[src/rtl/ps2_tx.sv]
// rtl/ps2_tx.sv - PS/2 host-to-device command transmitter
// Drives one byte to the device using the request-to-send sequence over open-drain lines.
module ps2_tx #(
  parameter int INHIBIT_CYCLES = 5000,
  parameter int TIMEOUT_CYCLES = 750000,
  parameter int FILTER_LEN     = 8
) (
  input  logic       clk,
  input  logic       rst_n,
  input  logic [7:0] tx_data,
  input  logic       tx_valid,
  output logic       tx_ready,
  input  logic       kbclk_in,
  input  logic       kbdata_in,
  output logic       kbclk_oe,
  output logic       kbdata_oe,
  output logic       busy,
  output logic       done,
  output logic       ack_err,
  output logic       timeout_err
);
  localparam int TMR_MAX = (INHIBIT_CYCLES > TIMEOUT_CYCLES) ? INHIBIT_CYCLES : TIMEOUT_CYCLES;
  localparam int TW = $clog2(TMR_MAX + 1);
  localparam int FW = $clog2(FILTER_LEN + 1);
  localparam logic [TW-1:0] INH_LAST = TW'(INHIBIT_CYCLES - 1);
  localparam logic [TW-1:0] TO_LAST  = TW'(TIMEOUT_CYCLES - 1);
  localparam logic [FW-1:0] FLT_LAST = FW'(FILTER_LEN - 1);

  typedef enum logic [2:0] {
    S_IDLE, S_INHIBIT, S_RTS, S_SEND, S_ACK, S_WAIT_IDLE
  } state_t;

  state_t          state_q, state_d;
  logic            clk_s1_q, clk_s1_d, clk_s2_q, clk_s2_d;
  logic            dat_s1_q, dat_s1_d, dat_s2_q, dat_s2_d;
  logic            clk_filt_q, clk_filt_d;
  logic [FW-1:0]   flt_cnt_q, flt_cnt_d;
  logic [TW-1:0]   tmr_q, tmr_d;
  logic [3:0]      bit_idx_q, bit_idx_d;
  logic [8:0]      shreg_q, shreg_d;
  logic            kbclk_oe_q, kbclk_oe_d;
  logic            kbdata_oe_q, kbdata_oe_d;
  logic            done_q, done_d;
  logic            ack_err_q, ack_err_d;
  logic            timeout_err_q, timeout_err_d;
  logic            fall;

  // Glitch filter: the level only follows the synchronized line after FILTER_LEN agreeing samples.
  always_comb begin
    clk_s1_d   = kbclk_in;
    clk_s2_d   = clk_s1_q;
    dat_s1_d   = kbdata_in;
    dat_s2_d   = dat_s1_q;
    clk_filt_d = clk_filt_q;
    flt_cnt_d  = '0;
    if (clk_s2_q != clk_filt_q) begin
      if (flt_cnt_q == FLT_LAST) clk_filt_d = clk_s2_q;
      else                       flt_cnt_d  = flt_cnt_q + 1'b1;
    end
  end

  assign fall = clk_filt_q & ~clk_filt_d;

  always_comb begin
    state_d       = state_q;
    tmr_d         = tmr_q;
    bit_idx_d     = bit_idx_q;
    shreg_d       = shreg_q;
    kbdata_oe_d   = kbdata_oe_q;
    done_d        = 1'b0;
    ack_err_d     = 1'b0;
    timeout_err_d = 1'b0;
    case (state_q)
      S_IDLE: begin
        kbdata_oe_d = 1'b0;
        tmr_d       = '0;
        bit_idx_d   = '0;
        if (tx_valid) begin
          shreg_d = {~^tx_data, tx_data};
          state_d = S_INHIBIT;
        end
      end
      S_INHIBIT: begin
        if (tmr_q == INH_LAST) begin
          tmr_d       = '0;
          kbdata_oe_d = 1'b1;
          state_d     = S_RTS;
        end else begin
          tmr_d = tmr_q + 1'b1;
        end
      end
      S_RTS: begin
        tmr_d   = '0;
        state_d = S_SEND;
      end
      S_SEND, S_ACK, S_WAIT_IDLE: begin
        // Timeout wins over a fall seen in the same cycle.
        if (tmr_q == TO_LAST) begin
          tmr_d         = '0;
          kbdata_oe_d   = 1'b0;
          timeout_err_d = 1'b1;
          state_d       = S_IDLE;
        end else if (fall) begin
          tmr_d = '0;
          if (state_q == S_SEND) begin
            if (bit_idx_q == 4'd9) begin
              kbdata_oe_d = 1'b0;
              bit_idx_d   = '0;
              state_d     = S_ACK;
            end else begin
              kbdata_oe_d = ~shreg_q[0];
              shreg_d     = {1'b0, shreg_q[8:1]};
              bit_idx_d   = bit_idx_q + 4'd1;
            end
          end else if (state_q == S_ACK) begin
            if (dat_s2_q) begin
              ack_err_d = 1'b1;
              state_d   = S_IDLE;
            end else begin
              state_d = S_WAIT_IDLE;
            end
          end
        end else begin
          tmr_d = tmr_q + 1'b1;
          if (state_q == S_WAIT_IDLE && clk_filt_q && dat_s2_q) begin
            done_d  = 1'b1;
            state_d = S_IDLE;
          end
        end
      end
      default: state_d = S_IDLE;
    endcase
    kbclk_oe_d = (state_d == S_INHIBIT) || (state_d == S_RTS);
  end

  always_ff @(posedge clk or negedge rst_n) begin
    if (!rst_n) begin
      state_q       <= S_IDLE;
      clk_s1_q      <= 1'b1;
      clk_s2_q      <= 1'b1;
      dat_s1_q      <= 1'b1;
      dat_s2_q      <= 1'b1;
      clk_filt_q    <= 1'b1;
      flt_cnt_q     <= '0;
      tmr_q         <= '0;
      bit_idx_q     <= '0;
      shreg_q       <= '0;
      kbclk_oe_q    <= 1'b0;
      kbdata_oe_q   <= 1'b0;
      done_q        <= 1'b0;
      ack_err_q     <= 1'b0;
      timeout_err_q <= 1'b0;
    end else begin
      state_q       <= state_d;
      clk_s1_q      <= clk_s1_d;
      clk_s2_q      <= clk_s2_d;
      dat_s1_q      <= dat_s1_d;
      dat_s2_q      <= dat_s2_d;
      clk_filt_q    <= clk_filt_d;
      flt_cnt_q     <= flt_cnt_d;
      tmr_q         <= tmr_d;
      bit_idx_q     <= bit_idx_d;
      shreg_q       <= shreg_d;
      kbclk_oe_q    <= kbclk_oe_d;
      kbdata_oe_q   <= kbdata_oe_d;
      done_q        <= done_d;
      ack_err_q     <= ack_err_d;
      timeout_err_q <= timeout_err_d;
    end
  end

  assign tx_ready    = (state_q == S_IDLE);
  assign busy        = ~tx_ready;
  assign kbclk_oe    = kbclk_oe_q;
  assign kbdata_oe   = kbdata_oe_q;
  assign done        = done_q;
  assign ack_err     = ack_err_q;
  assign timeout_err = timeout_err_q;
endmodule
[config.mk]
export PLATFORM = sky130hd
export DESIGN_NAME = ps2_tx
export DESIGN_NICKNAME = d
export VERILOG_FILES = /design/src/rtl/ps2_tx.sv
export SDC_FILE = /design/constraint.sdc
export NUM_CORES = 1
export LEC_CHECK = 0
export CORE_MARGIN = 2
export CORE_UTILIZATION = 40
export CTS_CLUSTER_SIZE = 30
export DETAILED_ROUTE_END_ITERATION = 12
export PLACE_DENSITY_LB_ADDON = 0.12
export SETUP_SLACK_MARGIN = 0.1
export SLEW_MARGIN = 5
export SYNTH_ARGS = -nofsm -noshare
export SYNTH_HDL_FRONTEND = slang
export SYNTH_SLANG_ARGS = --single-unit
export TNS_END_PERCENT = 50
[constraint.sdc]
create_clock -name clk -period 2.2 [get_ports clk]
set_clock_uncertainty 0.05 [all_clocks]
set_input_delay 0.44 -clock clk [delete_from_list [all_inputs] [get_ports clk]]
set_output_delay 0.44 -clock clk [all_outputs]
set_load 0.01 [all_outputs]
**Word level (Yosys, flattened, before mapping)**

Index checks and enable logic that the tools add are counted.

- $add $sub $neg: 3
- Equality and inequality tests: 20
- Mux-type cells: 47
- Bitwise operators: 4
- Reductions and logical operators: 13

Operator list:

| operator | number |
|---|---|
| $mux 20 | 3 |
| $pmux 20 s3 | 1 |
| $mux 9 | 5 |
| $mux 3 | 9 |
| $mux 4 | 6 |
| $add 20x1->20 const B | 1 |
| $eq 20x13->1 const B | 1 |
| $eq 20x20->1 const B | 1 |
| $mux 1 | 19 |
| $pmux 9 s2 | 1 |
| $ne 2x2->1 const B | 6 |
| $pmux 3 s4 | 1 |
| $eq 3x2->1 const B | 3 |
| $add 4x1->4 const B | 2 |
| $pmux 4 s2 | 1 |
| $reduce_and 4->1 | 2 |
| $reduce_xnor 8->1 | 1 |
| $eq 3x1->1 const B | 2 |
| $eq 3x3->1 const B | 2 |
| $ne 3x3->1 const B | 2 |
| $reduce_and 6->1 | 1 |
| $reduce_bool 3->1 | 2 |
| $eq 4x3->1 const B | 1 |
| $eq 4x4->1 const B | 1 |
| other kinds (10) | 13 |

- Bits in registers: 50
- Input port bits: 13
- Output and inout port bits: 7
- Logic and storage cells: 102

**Logic depth before layout (Yosys ltp)**

Gate-level depths: netlist (run 1).

- Depth in word-level cells: 10
- Depth in mapped cells: 9
- Mapped depth without buffers: 7

**Worst setup path after synthesis (run 1)**

OpenSTA, ideal clock, no wires.

- Path type: register to register
- From: register flt_cnt_q[0]
- To: register shreg_q[8]
- Setup time: 140 ps
- Arrival: 1773 ps
- Required time: 2010 ps
- Path slack: 238 ps
- Stages on the path, launching flop included: 9
- Buffers on the path: 2
- Period minus slack after synthesis: 1962 ps
- Cells stage by stage: dfrtp_1 -> ha_1 -> and4bb_2 -> buf_2 -> nand4_1 -> a221o_4 -> buf_6 -> nand2_1 -> o31ai_1

- Word-level cells in the longest chain between the ends: 7

Ends and longest elaborated chain:

| item | RTL line | source |
|---|---|---|
| start, declared | 37 | `logic [FW-1:0] flt_cnt_q, flt_cnt_d;` |
| start signal, assigned | 160 | `flt_cnt_q <= flt_cnt_d;` |
| $eq 4x3->1 | 57 | `if (flt_cnt_q == FLT_LAST) clk_filt_d = clk_s2_q;` |
| $mux 1 | 57 |  |
| $mux 1 | 56 | `if (clk_s2_q != clk_filt_q) begin` |
| $not 1->1 | 62 | `assign fall = clk_filt_q & ~clk_filt_d;` |
| $and 1x1->1 | 62 |  |
| $ne 2x2->1 (no line) | -- |  |
| $reduce_and 6->1 (no line) | -- |  |
| end signal, assigned | 163 | `shreg_q <= shreg_d;` |
| end, declared | 40 | `logic [8:0] shreg_q, shreg_d;` |

No other way between the ends.
A chain may end at the register's enable or synchronous reset.

**Worst setup path in the final report (run 1)**

- From: register state_q[1]
- To: output port tx_ready

- Word-level cells in the longest chain between the ends: 1

Ends and longest elaborated chain:

| item | RTL line | source |
|---|---|---|
| start, declared | 33 | `state_t state_q, state_d;` |
| start signal, assigned | 154 | `state_q <= state_d;` |
| $logic_not 3->1 | 172 | `assign tx_ready = (state_q == S_IDLE);` |
| end, declared | 12 | `output logic tx_ready,` |

No other way between the ends.

==> results of run 1 <==
## timing repair
item / 4_1_cts / 5_1_grt
buffers inserted: 2 / 7
gates cloned: 0 / 1
resized for setup: 2 / 25
hold endpoints to repair: 0 / 0
endpoints found under the setup margin: 17 / 38
pin swaps: 0 / 4
## layer usage
metal	routed length (um)	track usage, %	vias up
li1	-	-	1046
met1	2810	22.5	994
met2	2770	26.1	35
met3	200	2.98	4
met4	52	4.18	0
met5	0	0	-
## layout make-up
class	instances	share of cell area [%]
inverter	6	0.670
clock buffer	6	2.46
timing repair buffer	41	11.0
tap	77	2.87
multi-input combinational	209	43.6
sequential	50	37.6
clock inverter	2	1.79
## registers in the layout, indices dropped and copies added, names as in the netlist
| signal | flops |
|---|---|
| tmr_q | 20 |
| shreg_q | 9 |
| bit_idx_q | 4 |
| flt_cnt_q | 4 |
| state_q | 3 |
| ack_err | 1 |
| clk_filt_q | 1 |
| clk_s1_q | 1 |
| clk_s2_q | 1 |
| dat_s1_q | 1 |
| dat_s2_q | 1 |
| done | 1 |
| kbclk_oe | 1 |
| kbdata_oe | 1 |
| timeout_err | 1 |
## power by group
group | internal [W] | switching, W | total (W)
Clock | 0.000485 | 0.000299 | 0.000784
Combinational | 0.0000917 | 0.0000771 | 0.000169
Sequential | 0.000975 | 0.0000513 | 0.00103
Total | 0.00155 | 0.000427 | 0.00198
## layout by cell type (no fill, tap or decap), types with 3 or more instances in the layout
master           netlist  layout
dfrtp_1               45      41
mux2i_1               10      10
and3_1                 3       3
a21oi_1                3       3
clkdlybuf4s50_1        0      18
dfstp_2                5       5
o21ai_0                9       7
nor2_1                33      32
nand3_1               13      13
o21ai_2                3       3
inv_1                  6       5
nand4_1                7       7
buf_4                  2      19
dfrtp_2                0       4
nor2b_1                4       4
nor4b_1                3       3
nand2_1               31      29
xor2_1                16      16
and4_1                 3       3
xnor2_1               13      13
o21ai_1                7       9
clkbuf_8               0       6
nand2b_1               3       3
## stage by stage
| step | setup slack, ns | std cells | total power, W | hold WS [ns] |
|---|---|---|---|---|
| final | 0.160 | 391 | 0.00198 | 0.0763 |
| after global routing | 0.0811 | 391 | 0.00207 | 0.102 |
| after CTS | 0.0926 | 383 | 0.00199 | 0.0836 |
| after detailed placement | 0.0940 | 373 | 0.00120 | 0.304 |
| after global placement | 0.103 | 373 | 0.00119 | 0.299 |
| after floorplan | 0.238 | 276 | 0.00113 | 0.0944 |
## kinds of logic after synthesis
kind of cell	synth area share [%]
AOI/OAI and AO/OA	10.6
xor gates and xnor gates	9.41
adders and majority gates	1.85
buffers and inverters	3.20
DFF	46.6
muxes	4.12
and+or+nand+nor	24.2
## synth_stat cells (4+ instances only)
library cell and n:
clkbuf_1 6, xor2_1 16, nand4_1 7, xnor2_1 13
mux2i_1 10, nor2_1 33, nor2b_1 4, ha_1 4
o21ai_0 9, nand2_1 31, dfrtp_1 45, dfstp_2 5
nand3_1 13, inv_1 6, o21ai_1 7
## final timing paths
path                                         from                endpoint  slack (ns)  cells past startpoint
setup / recovery             state_q[1]$_DFF_PN0_                tx_ready        0.16                      4
hold / removal                              rst_n  flt_cnt_q[1]$_DFF_PN0_        0.08                      1
setup reg to reg           flt_cnt_q[0]$_DFF_PN0_  shreg_q[8]$_DFFE_PN0P_        0.21                      6
hold reg to reg                dat_s1_q$_DFF_PN1_      dat_s2_q$_DFF_PN1_        0.32                      0
max in group asynchronous                   rst_n      dat_s1_q$_DFF_PN1_        1.41                      2
min in group clk               dat_s1_q$_DFF_PN1_      dat_s2_q$_DFF_PN1_        0.32                      0
## worst max-delay path, cell delays in order (launching register included)
cell             delay, ns
dfrtp_2               0.42
nor2_2                0.15
nand2_2               0.11
inv_1                 0.06
clkdlybuf4s50_1       0.52
==> Implementation_results.wiki, run 1 <==
{| class="wikitable"
! Metric !! Value
|-
| Wire length per cell after detailed routing || 14.9 um
|-
| Global-route wire length before repair || 9670 um
|-
| Final hold violation count || 0
|-
| Antenna violations before repair || 0
|-
| Cell at the root of the clock tree || clkbuf_8
|-
| Initial detailed-routing violation count || 105
|-
| Synth Flop Type || dfrtp_1
|-
| Utilization of the core after routing || 52.3%
|-
| Required time reported for the critical path endpoint || 1.71 ns
|-
| Number of buffers added on ports || 19
|-
| Area of the mapped netlist || 2700 um^2
|-
| Mapped Nets || 293
|-
| Max Transition Viols Final || 0
|-
| Setup repair after global routing missed its margin || true
|-
| Area of all sequential standard cells || 1260 um^2
|-
| Number of global-route vias before repair || 2039
|-
| Post-synthesis sequential area ratio || 46.6%
|-
| # Max-Cap Violations || 0
|-
| Slew Limit Headroom || 62.4%
|-
| Number of placed I/O pins || 20
|-
| Antenna Cells || 0
|-
| Die area || 7420 um^2
|-
| Number of H-tree levels || 2
|-
| CP arrival || 1.55 ns
|-
| Synthesis-to-finish area growth || 24.5%
|-
| Clock Pin Slew Worst Setup and Hold Paths || 0.09 ns
|-
| Share of Yosys cell area claimed by the top area cell type || 41.7%
|-
| Final critical delay including setup and external delays || 2.04 ns
|-
| Number of placement rows || 29
|-
| Hold bufs inserted after CTS || 0
|-
| Post-Synthesis Cells || 276
|-
| Layout filler cell count || 572
|-
| Largest net degree at the start of global routing || 28
|-
| Hold WC Path Type || primary input to async pin
|-
| Aggregate global-route resource usage || 16.2%
|-
| Detailed Route WL || 5830 um
|-
| Worst Tran Pin Value || 0.563 ns
|-
| Critical-path maximum fanout || 3
|-
| First-pass detailed-route iteration total || 4
|-
| Most area-consuming cells after synthesis || dfrtp_1, xor2_1, dfstp_2
|-
| Via density per instance || 5.32
|-
| TritonCTS Sinks || 50
|-
| TritonCTS clock tree || yes
|-
| Library cells used by synthesis || 55
|-
| Worst-skew pair later-pin latency || 0.29 ns
|-
| Total setup violations reported at the end of the flow || 0
|-
| Peak VDD IR || 0.385 mV
|-
| Max clock buf depth || 2
|-
| Chip height || 86.2 um
|-
| Number of buffers inserted during clock tree synthesis || 5
|-
| Core region area || 6420 um^2
|-
| DRC violations left || 0
|-
| Total Neg Setup Slack || 0 ns
|-
| Placed inst area || 3030 um^2
|-
| Fin nets || 330
|-
| Syn avg cell area || 9.78 um^2
|-
| DP Wirelength || 3890 um
|-
| Startpoint-to-endpoint class of the critical path || register to primary output
|-
| Synthesis-stage register bit count || 50
|-
| Upper clock frequency limit || 490 MHz
|-
| Kind of start point of the critical path || register
|-
| Finished layout cell area || 3360 um^2
|-
| EDFF count, synth || 0
|-
| Fraction of final layout cells with drive strength greater than 1 || 21.3%
|-
| Initial core utilization || 42.0%
|-
| Async set-reset flop share out of synthesis || 100%
|-
| Via total after detailed routing || 2079
|-
| Final critical-path share of the clock period || 92.7%
|-
| Global route total overflow || 0
|-
| Kind of end point of the critical path || primary output
|-
| Horizontal die dimension || 86.2 um
|-
| Warnings from Yosys || 0
|-
| Final estimated routing congestion in global placement || 0.870
|-
| Static power due to leakage || 1.39 nW
|-
| Area of the multi-input gates || 1470 um^2
|-
| Status || completed
|-
| Number of antenna-violating nets in the routed design || 0
|-
| Library cell with the largest summed area after synthesis || dfrtp_1
|-
| Power per unit of standard cell area || 589 nW/um^2
|}
No activity file was read; power rests on OpenSTA's default activity.
==> inputs of run 2 (changes only) <==
Settings changed: ABC_CLOCK_PERIOD_IN_PS set to 2350.
Clock period 2.2 ns to 2.35 ns, I/O delays scaled along.
==> run 2 against run 1 <==
  * Hold slack better by 0.022 ns
  * Combinational power down 14%
  * Clock-buffer cell count unchanged
  * Register-to-register slack better by 0.04 ns
  * Sequential share of layout area up 2.5 points
  * First-iteration DRC count unchanged
  * Sequential power down 7%
  * Critical path type unchanged
  * Largest power group unchanged
  * Highest routed layer unchanged
==> Implementation_results.wiki, run 2 (synthesis gave the netlist of run 1 again) <==
{| class="wikitable"
! Metric !! Value
|-
| Fin nets || 319
|-
| Commonest cells after routing, fill and taps aside || dfrtp_1, nor2_1, nand2_1
|-
| Utilization of the core after routing || 49.0%
|-
| Chip height || 86.2 um
|-
| Clock Pin Slew Worst Setup and Hold Paths || 0.09 ns
|-
| Hold WC Path Type || primary input to async pin
|-
| Max clock buf depth || 2
|-
| Fraction of final layout cells with drive strength greater than 1 || 13.5%
|-
| Number of placed I/O pins || 20
|-
| Most frequent standard cell in the layout excluding fill and tap cells || dfrtp_1
|-
| Setup repair after global routing missed its margin || true
|-
| Upper clock frequency limit || 469 MHz
|-
| TritonCTS Sinks || 50
|-
| Die area || 7420 um^2
|-
| # Max-Cap Violations || 0
|-
| CP arrival || 1.61 ns
|-
| Initial core utilization || 42.0%
|-
| Total setup violations reported at the end of the flow || 0
|-
| Power, Total || 0.00171 W
|-
| Setup ws final || 0.217 ns
|-
| Placement Setup Slack || 0.238 ns
|-
| Final hold slack || 0.0980 ns
|-
| Number of global-route vias before repair || 1943
|-
| Wire length per cell after detailed routing || 14.0 um
|-
| DP Wirelength || 3800 um
|-
| Initial detailed-routing violation count || 105
|-
| Synthesis-to-finish area growth || 16.5%
|-
| Horizontal die dimension || 86.2 um
|-
| Static power due to leakage || 1.31 nW
|-
| Cell at the root of the clock tree || clkbuf_8
|-
| Cell depth of the worst flop-to-flop path || 6
|-
| Final critical-path share of the clock period || 90.8%
|-
| Startpoint-to-endpoint class of the critical path || register to primary output
|-
| Status || completed
|-
| Critical-path maximum fanout || 3
|-
| Critical path origin || state_q[1]$_DFF_PN0_
|-
| Flip-flop count of the largest register, all copies and words added || 20
|-
| Largest reg by FF count || tmr_q
|-
| First-pass detailed-route iteration total || 5
|-
| Via total after detailed routing || 2024
|-
| Worst-skew pair later-pin latency || 0.30 ns
|-
| Core region area || 6420 um^2
|-
| Max Transition Viols Final || 0
|-
| Total Neg Setup Slack || 0 ns
|-
| Final estimated routing congestion in global placement || 0.835
|-
| Via density per instance || 5.33
|-
| Largest net degree at the start of global routing || 27
|-
| Final hold violation count || 0
|-
| Required time reported for the critical path endpoint || 1.83 ns
|-
| Antenna Cells || 0
|-
| Number of H-tree levels || 2
|-
| Global route total overflow || 0
|-
| Power per unit of standard cell area || 542 nW/um^2
|-
| Hold bufs inserted after CTS || 0
|-
| Kind of start point of the critical path || register
|-
| Number of buffers added on ports || 19
|-
| Global-route wire length before repair || 9490 um
|-
| TritonCTS clock tree || yes
|-
| Detailed Route WL || 5320 um
|-
| Antenna violations before repair || 0
|-
| DRC violations left || 0
|-
| Largest registers || tmr_q: 20 flops, shreg_q: 9 flops
|-
| Worst Tran Pin Value || 0.578 ns
|-
| Final critical delay including setup and external delays || 2.13 ns
|-
| Kind of end point of the critical path || primary output
|-
| Number of placement rows || 29
|-
| Peak VDD IR || 0.234 mV
|-
| Number of antenna-violating nets in the routed design || 0
|-
| Worst flop-to-flop path startpoint || tmr_q[10]$_DFFE_PN0P_
|-
| Slew Limit Headroom || 61.4%
|-
| Number of buffers inserted during clock tree synthesis || 5
|-
| Aggregate global-route resource usage || 16.2%
|}
-- run 2: repair_timing --
item / CTS / global route
gates resized for setup: 1 / 3
setup buffers: 1 / 0
pin swaps: 0 / 0
hold endpoints to repair: 0 / 0
endpoints found under the setup margin: 2 / 26
-- run 2: per-layer routing --
| layer | share of wire, % | wire, um | global-route usage (%) |
|---|---|---|---|
| met1 | 50 | 2690 | 23.7 |
| met3 | 2.9 | 157 | 3.37 |
| met5 | 0 | 0 | 0 |
| met4 | 1.5 | 81 | 5.63 |
| met2 | 45 | 2400 | 23.7 |
-- run 2: path summary, 6_finish.rpt --
path	to	slack [ns]
min in group clk	clk_s2_q$_DFF_PN1_	0.31
worst max register to register	kbdata_oe$_DFFE_PN0P_	0.25
worst min register to register	clk_s2_q$_DFF_PN1_	0.31
max in group asynchronous	dat_s1_q$_DFF_PN1_	1.53
worst max-delay path	tx_ready	0.22
worst min-delay path	flt_cnt_q[0]$_DFF_PN0_	0.1
-- run 2: report_power, final --
part | switching, W | total (W) | leakage [nW] | internal, W
clock network | 0.000288 | 0.000606 | 0.0514 | 0.000318
registers | 0.0000413 | 0.000955 | 0.631 | 0.000913
logic | 0.0000673 | 0.000145 | 0.629 | 0.0000779
total | 0.000396 | 0.00171 | 1.31 | 0.00131
-- run 2: area by class of cell --
type                    count  area, um^2
multi-input cells         208        1370
inverters                   6        22.5
clock buffers               6        72.6
flip-flops and latches     50        1260
well taps                  77        96.3
repair buffers             31         288
fillers                   594        3280
clock inverters             2        37.5
-- run 2: per-stage QoR --
stage               area (um^2)  instances
detailed placement         3010        371
global route               3140        380
floorplan                  2700        276
global placement           3010        371
CTS                        3130        380
finish                     3140        380
-- run 2: worst max-delay path, cell delays in order, from the launching register on --
cell and delay, ns:
dfrtp_2 0.43, nor2_1 0.16, nand2_1 0.13, inv_1 0.07, clkdlybuf4s50_1 0.52
